--- config.mk ---
export PLATFORM = sky130hd
export DESIGN_NAME = univ_shift_reg
export DESIGN_NICKNAME = d
export VERILOG_FILES = /design/src/rtl/univ_shift_pkg.sv /design/src/rtl/shift_bit_counter.sv /design/src/rtl/univ_shift_reg.sv
export SDC_FILE = /design/constraint.sdc
export NUM_CORES = 1
export LEC_CHECK = 0
export ABC_AREA = 1
export CAP_MARGIN = 40
export CORE_AREA = 2 2 47 67
export CTS_BUF_LIST = sky130_fd_sc_hd__clkbuf_8
export DETAILED_ROUTE_END_ITERATION = 8
export DIE_AREA = 0 0 49 69
export PLACE_DENSITY = 0.72
export SYNTH_ARGS = -nofsm -noshare
export SYNTH_HDL_FRONTEND = slang
export SYNTH_SLANG_ARGS = --single-unit
--- constraint.sdc ---
create_clock -name clk -period 1.76 [get_ports clk]
set_clock_uncertainty 0.2 [all_clocks]
set_input_delay 0.352 -clock clk [delete_from_list [all_inputs] [get_ports clk]]
set_output_delay 0.352 -clock clk [all_outputs]
set_load 0.1 [all_outputs]
--- src/rtl/univ_shift_pkg.sv ---
//------------------------------------------------------------------------------
// Module   : univ_shift_pkg
// Purpose  : Shared types and constants for the universal shift register.
// Revision : 1.0 - initial release
//------------------------------------------------------------------------------
`default_nettype none

package univ_shift_pkg;

   typedef enum logic [1:0] {
      MODE_HOLD = 2'b00,
      MODE_SHR  = 2'b01,
      MODE_SHL  = 2'b10,
      MODE_LOAD = 2'b11
   } mode_t;

   typedef enum logic [1:0] {
      IDLE  = 2'd0,
      SHIFT = 2'd1,
      DONE  = 2'd2
   } state_t;

   localparam logic DIR_RIGHT = 1'b0;
   localparam logic DIR_LEFT  = 1'b1;

endpackage : univ_shift_pkg

`default_nettype wire

--- src/rtl/shift_bit_counter.sv ---
//------------------------------------------------------------------------------
// Module   : shift_bit_counter
// Purpose  : Shift-count tracker with clear, increment and terminal count
//            (tc high while the count equals WIDTH-1).
// Revision : 1.0 - initial release
//------------------------------------------------------------------------------
`default_nettype none

module shift_bit_counter #(
   parameter int WIDTH = 8,
   parameter int CW    = $clog2(WIDTH + 1)
) (
   input  logic clk,
   input  logic rst,
   input  logic clr,
   input  logic inc,
   output logic tc
);

   logic [CW-1:0] r_count;

   always_ff @(posedge clk or negedge rst) begin
      if (!rst) begin
         r_count <= '0;
      end else if (clr) begin
         r_count <= '0;
      end else if (inc) begin
         r_count <= r_count + CW'(1);
      end
   end

   assign tc = (r_count == CW'(WIDTH - 1));

endmodule : shift_bit_counter

`default_nettype wire

--- src/rtl/univ_shift_reg.sv ---
//------------------------------------------------------------------------------
// Module   : univ_shift_reg
// Purpose  : WIDTH-bit universal shift register (hold/shr/shl/load) with an
//            automatic WIDTH-shift serdes sequencer. Optional rotate input
//            enabled by macro UNIV_SHIFT_ROTATE_EN.
// Revision : 1.0 - initial release
//------------------------------------------------------------------------------
`default_nettype none

module univ_shift_reg
   import univ_shift_pkg::*;
#(
   parameter int               WIDTH   = 8,
   parameter logic [WIDTH-1:0] RST_VAL = '0
) (
   input  logic             clk,
   input  logic             rst,
   input  logic             en,
   input  logic [1:0]       mode,
   input  logic             ser_in_r,
   input  logic             ser_in_l,
   input  logic [WIDTH-1:0] par_in,
   input  logic             start,
   input  logic             dir,
`ifdef UNIV_SHIFT_ROTATE_EN
   input  logic             rot,
`endif
   output logic [WIDTH-1:0] par_out,
   output logic             ser_out_r,
   output logic             ser_out_l,
   output logic             busy,
   output logic             done
);

   state_t           r_state;
   logic [WIDTH-1:0] r_data;
   logic             r_dir;
   logic             r_busy;
   logic             r_done;

   logic             w_in_r;
   logic             w_in_l;
   logic [WIDTH-1:0] w_shr;
   logic [WIDTH-1:0] w_shl;
   logic             w_tc;
   logic             w_clr;
   logic             w_inc;

   // Under rotation the outgoing end bit is fed back instead of the serial input.
`ifdef UNIV_SHIFT_ROTATE_EN
   assign w_in_r = rot ? r_data[0]       : ser_in_r;
   assign w_in_l = rot ? r_data[WIDTH-1] : ser_in_l;
`else
   assign w_in_r = ser_in_r;
   assign w_in_l = ser_in_l;
`endif

   assign w_shr = {w_in_r, r_data[WIDTH-1:1]};
   assign w_shl = {r_data[WIDTH-2:0], w_in_l};

   assign w_clr = (r_state == IDLE) && start;
   assign w_inc = (r_state == SHIFT);

   shift_bit_counter #(
      .WIDTH (WIDTH)
   ) u_cnt (
      .clk (clk),
      .rst (rst),
      .clr (w_clr),
      .inc (w_inc),
      .tc  (w_tc)
   );

   always_ff @(posedge clk or negedge rst) begin
      if (!rst) begin
         r_state <= IDLE;
         r_data  <= RST_VAL;
         r_dir   <= DIR_RIGHT;
         r_busy  <= 1'b0;
         r_done  <= 1'b0;
      end else begin
         case (r_state)
            IDLE: begin
               r_done <= 1'b0;
               if (start) begin
                  r_dir   <= dir;
                  r_busy  <= 1'b1;
                  r_state <= SHIFT;
               end else if (en) begin
                  case (mode_t'(mode))
                     MODE_SHR:  r_data <= w_shr;
                     MODE_SHL:  r_data <= w_shl;
                     MODE_LOAD: r_data <= par_in;
                     default:   r_data <= r_data;
                  endcase
               end
            end
            SHIFT: begin
               r_data <= (r_dir == DIR_LEFT) ? w_shl : w_shr;
               if (w_tc) begin
                  r_busy  <= 1'b0;
                  r_done  <= 1'b1;
                  r_state <= DONE;
               end
            end
            DONE: begin
               r_done  <= 1'b0;
               r_state <= IDLE;
            end
            default: begin
               r_busy  <= 1'b0;
               r_done  <= 1'b0;
               r_state <= IDLE;
            end
         endcase
      end
   end

   assign par_out   = r_data;
   assign ser_out_r = r_data[0];
   assign ser_out_l = r_data[WIDTH-1];
   assign busy      = r_busy;
   assign done      = r_done;

endmodule : univ_shift_reg

`default_nettype wire
* Yosys cells after proc, flatten, opt, wreduce, memory -nomap -nowiden
Index checks and enable logic that the tools add are counted.
** Cells by class
- Bitwise logic cells :: 1
- Equal/unequal tests :: 11
- Add/sub/neg operators :: 1
- Muxes and demuxes :: 15
- Reduce and logical (&&, ||, !) cells :: 8
** Operators with widths (count)
- 2-to-1 mux 8 bit :: 3
- one-hot mux 8 bit (3 select lines) :: 1
- one-hot mux 8 bit (2 select lines) :: 1
- 2-to-1 mux 4 bit :: 2
- != test 2 bit, second input constant :: 4
- equality test 2 bit, second input constant :: 3
- adder 4 x 1 -> 4 bit, second input constant :: 1
- equality test 2 x 1 -> 1 bit, second input constant :: 2
- equality test 4 x 3 -> 1 bit, second input constant :: 1
- 2-to-1 mux 1 bit :: 4
- 2-to-1 mux 2 bit :: 2
- != test 4 x 1 -> 1 bit, second input constant :: 1
- one-hot mux 2 bit (2 select lines) :: 1
- AND reduction 2 bit :: 2
- AND reduction 4 bit :: 1
- nonzero test 2 bit :: 2
- one-hot mux 1 bit (3 select lines) :: 1
- AND reduction 3 bit :: 1
- zero test 2 bit :: 1
- logical AND 1 bit :: 1
- NOT 1 bit :: 1
** Word-level totals
- Bits in registers :: 17
- Output and inout port bits :: 12
- Bits of input ports :: 17
- Logic and storage cells :: 42

* Depth between registers and ports, before layout
- Depth after elaboration :: 5
- Gate-level depth with buffers :: 11
- Depth with buffers taken out :: 10

* Cells and area by module
From an unflattened synthesis, not the netlist that was laid out.
** Second synthesis, totals
- Cell total of the unflattened synthesis :: 181
- Area total of the unflattened synthesis :: 1219.9 µm²
** Modules (own cells, without submodules)
- univ_shift_reg :: area each 1012.2 µm², times used 1, cells an instance 156, seq. area each 325.3 µm²
- shift_bit_counter :: area each 207.7 µm², times used 1, cells an instance 25, seq. area each 100.1 µm²

* Worst setup path before layout
OpenSTA, ideal clock, no wires.
- Path type :: register to output
- From :: reg r_data[0] (netlist: par_out[0])
- To :: out par_out[0]
- Slack :: -164 ps
- Required time :: 1208 ps
- Cell stages (with the launch flop) :: 2
- Data arrival time :: 1372 ps
- Path buffers :: 1
- Cells stage by stage :: dfrtp_1 buf_4
** RTL lines
- start: declaration :: RTL line univ_shift_reg.sv:36 : logic [WIDTH-1:0] r_data;
- start signal: assignment :: RTL line univ_shift_reg.sv:91 : MODE_SHR: r_data <= w_shr;
- start signal: assignment :: RTL line univ_shift_reg.sv:92 : MODE_SHL: r_data <= w_shl;
- start signal: assignment :: RTL line univ_shift_reg.sv:93 : MODE_LOAD: r_data <= par_in;
- end: declaration :: RTL line univ_shift_reg.sv:28 : output logic [WIDTH-1:0] par_out,
No word-level cell between the ends.

* Worst setup path in the final report
- From :: reg r_data[6] (netlist: par_out[6])
- To :: out par_out[6]
No word-level cell between the ends.

==> results.sh <==
export IMPL_start_util_pct=43.7
export IMPL_vias=1179
export IMPL_slowest_delay_ns=0.50
export IMPL_avgRoutedWirePerCell_um=11.7
export IMPL_fin_crit_sh_pct=86.5
export IMPL_antenna_left=0
export IMPL_dieArea_mm2=0.00338
export IMPL_fin_nets=228
export IMPL_port_buffers=28
export IMPL_p_leak_uw=0.000899
export IMPL_n_fill_cell=249
export IMPL_ys_top_cells_by_count="nand2_1, dfrtp_1, nand3_1, inv_1, o211ai_1"
export IMPL_path_depth=1
export IMPL_ys_ff_latch=17
export IMPL_drv_cap=0
export IMPL_hold_class="primary input to asynchronous set/reset pin"
export IMPL_diodes=0
export IMPL_place_congestion=0.757
export IMPL_fmax_ghz=0.657
export IMPL_setup_viol_count_final=0
export IMPL_yosysMostFrequentCell="nand2_1"
export IMPL_cts_tree="built"
export IMPL_async_reset_ff_share_pct=100
export IMPL_fin_ws_ns=0.237
export IMPL_met2WireLength_um=1560
export IMPL_cts_sinks=17
export IMPL_final_core_util_pct=63.3
export IMPL_dieWidth_um=49
export IMPL_pwr_density_cell_mw_per_mm2=2080
export IMPL_drive_gt1_share_pct=20.4
export IMPL_path_class="flip-flop to primary output"
export IMPL_post_route_drc_count=0
export IMPL_cp_arrival_ns=0.97
export IMPL_synth_edff_count=0
export IMPL_critPathLaunchType="flip-flop"
export IMPL_cts_root_buf="clkbuf_8"
export IMPL_ys_seq_area_share_pct=34.9
export IMPL_fp_dieH_um=69
export IMPL_final_cells=243
export IMPL_grt_pass1_wl_um=5010
export IMPL_synth_cells=174
export IMPL_crit_fanout=6
export IMPL_area_growth_pct=45.1
export IMPL_syn_area_mm2=0.00122
export IMPL_grt_max_degree=23
export IMPL_cp_data_required_time_ns=1.21
export IMPL_clockBufferDepth=2
export IMPL_overflow=0
export IMPL_cts_buffers_inserted=3
export IMPL_core_area_mm2=0.00279
export IMPL_period_minus_slack_ns=1.52
export IMPL_yosysUniqueCellTypes=25
export IMPL_worstPathBufferInverterCount=1
export IMPL_rsz0062_at_grt="no"
export IMPL_wl_um=2850
export IMPL_cp_end_kind="primary output"
export IMPL_dpl_cell_count=235
export IMPL_dr_first_iter_drc_count=39
export IMPL_m1WireLength_um=1130
export IMPL_grt_total_usage_pct=18.4
export IMPL_place_hpwl_um=2190
export IMPL_setup_tns_ns=0
export IMPL_grt_pass1_vias=1168
export IMPL_yosysTopAreaCell="dfrtp_1"
export IMPL_ys_flop_type="dfrtp_1"
export IMPL_std_cell_rows=23
export IMPL_yosysWarnings=0
export IMPL_antenna_found_initial=0
export IMPL_first_pass_iters=4
export IMPL_syn_avg_cell_area_um2=7.00
export IMPL_slew_violations=0
export IMPL_clkLatencyLatePin_ns=0.25
export IMPL_vdd_drop_max_uv=1220
export IMPL_outcome="complete, no violations"
export IMPL_yosys_top_cells_area="dfrtp_1, nand2_1, nand3_1, o211ai_1, ha_1"
export IMPL_r2r_cells=6
export IMPL_whs_ns=0.214
export IMPL_clk_pin_slew_ns=0.06
export IMPL_via_per_inst=4.85
export IMPL_hold_viol=0
export IMPL_crit_chain="buf_12"
export IMPL_met3RoutedLength_um=106
export IMPL_top_layer_used="met4"
export IMPL_yosysTopAreaCellShare_pct=34.9
export IMPL_critPathTopFamily="flip-flops"
export IMPL_cts_htree_levels=1
export IMPL_relSlewSlack_pct=73.9
export IMPL_pre_cts_slack_ns=-0.381
export IMPL_worstMarginPinSlew_ns=0.391
export IMPL_io_pins=29
export IMPL_crit_slowest_cell="dfrtp_1"
export IMPL_synth_fp_nets=195
==> layer usage <==
metal / GRT usage [%] / vias up
met5: 0 / -
met4: 8.25 / 0
met3: 3.46 / 5
met2: 34.7 / 22
met1: 19.1 / 544
li1: - / 608
==> report_power, final <==
group	total, uW	switching [uW]	internal, uW
registers	876	297	579
clock network	288	131	157
logic	2510	1600	916
total	3680	2020	1650
==> through the flow <==
stage	total power (uW)	cell area (um^2)
after CTS	3700	1710
after global routing	3920	1770
after floorplan	2590	1220
after global placement	3330	1630
final	3680	1770
after detailed placement	3390	1630
==> kinds of logic after synthesis <==
logic type | share of synthesized area [%]
DFF | 34.9
xor gates and xnor gates | 0.719
adders and majority gates | 4.11
and+or+nand+nor | 41.4
buffers and inverters | 10.2
AOI/OAI and AO/OA | 8.73
==> final timing paths <==
path,from,endpoint,slack [ns]
setup / recovery,par_out[6]$_DFFE_PN0P_,par_out[6],0.24
hold / removal,rst,par_out[6]$_DFFE_PN0P_,0.21
setup reg to reg,r_state[0]$_DFFE_PN0P_,par_out[5]$_DFFE_PN0P_,0.34
hold reg to reg,u_cnt.r_count[3]$_DFFE_PN0P_,u_cnt.r_count[3]$_DFFE_PN0P_,0.28
max in group asynchronous,rst,par_out[0]$_DFFE_PN0P_,0.94
min in group clk,u_cnt.r_count[3]$_DFFE_PN0P_,u_cnt.r_count[3]$_DFFE_PN0P_,0.28
==> registers in the layout, summed over array words and instances (netlist names) <==
name           flops
busy               1
done               1
par_out            8
r_dir              1
r_state            2
u_cnt.r_count      4
==> area by class of cell <==
type / count / area [um^2] / area share [%]
Timing Repair Buffer: 35 / 484 / 27.4
Clock buffer: 3 / 41.3 / 2.34
Clock inverter: 1 / 5.00 / 0.283
Multi-Input combinational cell: 136 / 708 / 40.1
Inverter: 14 / 55.1 / 3.11
Tap cell: 37 / 46.3 / 2.62
Sequential cell: 17 / 428 / 24.2
==> layout by cell type, fill, tap and decap left out, types with 2 or more instances in the layout <==
cell type        count
o21ai_0              2
ha_4                 2
nand3_1             12
dfrtp_2              2
clkbuf_8             3
a21oi_1              4
inv_2                3
clkdlybuf4s50_1     14
dfrtp_1             15
nand3_2              2
inv_1               10
buf_4                3
nor2_4               2
buf_12              14
dlymetal6s2s_1       2
o211ai_1             7
o21ai_1              3
nand2_1             90
nor2_1               2
==> timing repair <==
item | CTS | global route
hold buffers | 0 | 0
setup buffers | 0 | 3
gates cloned | 1 | 0
resized for setup | 4 | 5
pin swaps | 1 | 2
setup endpoints to repair | 8 | 8
(Power assumes the default switching activity.)
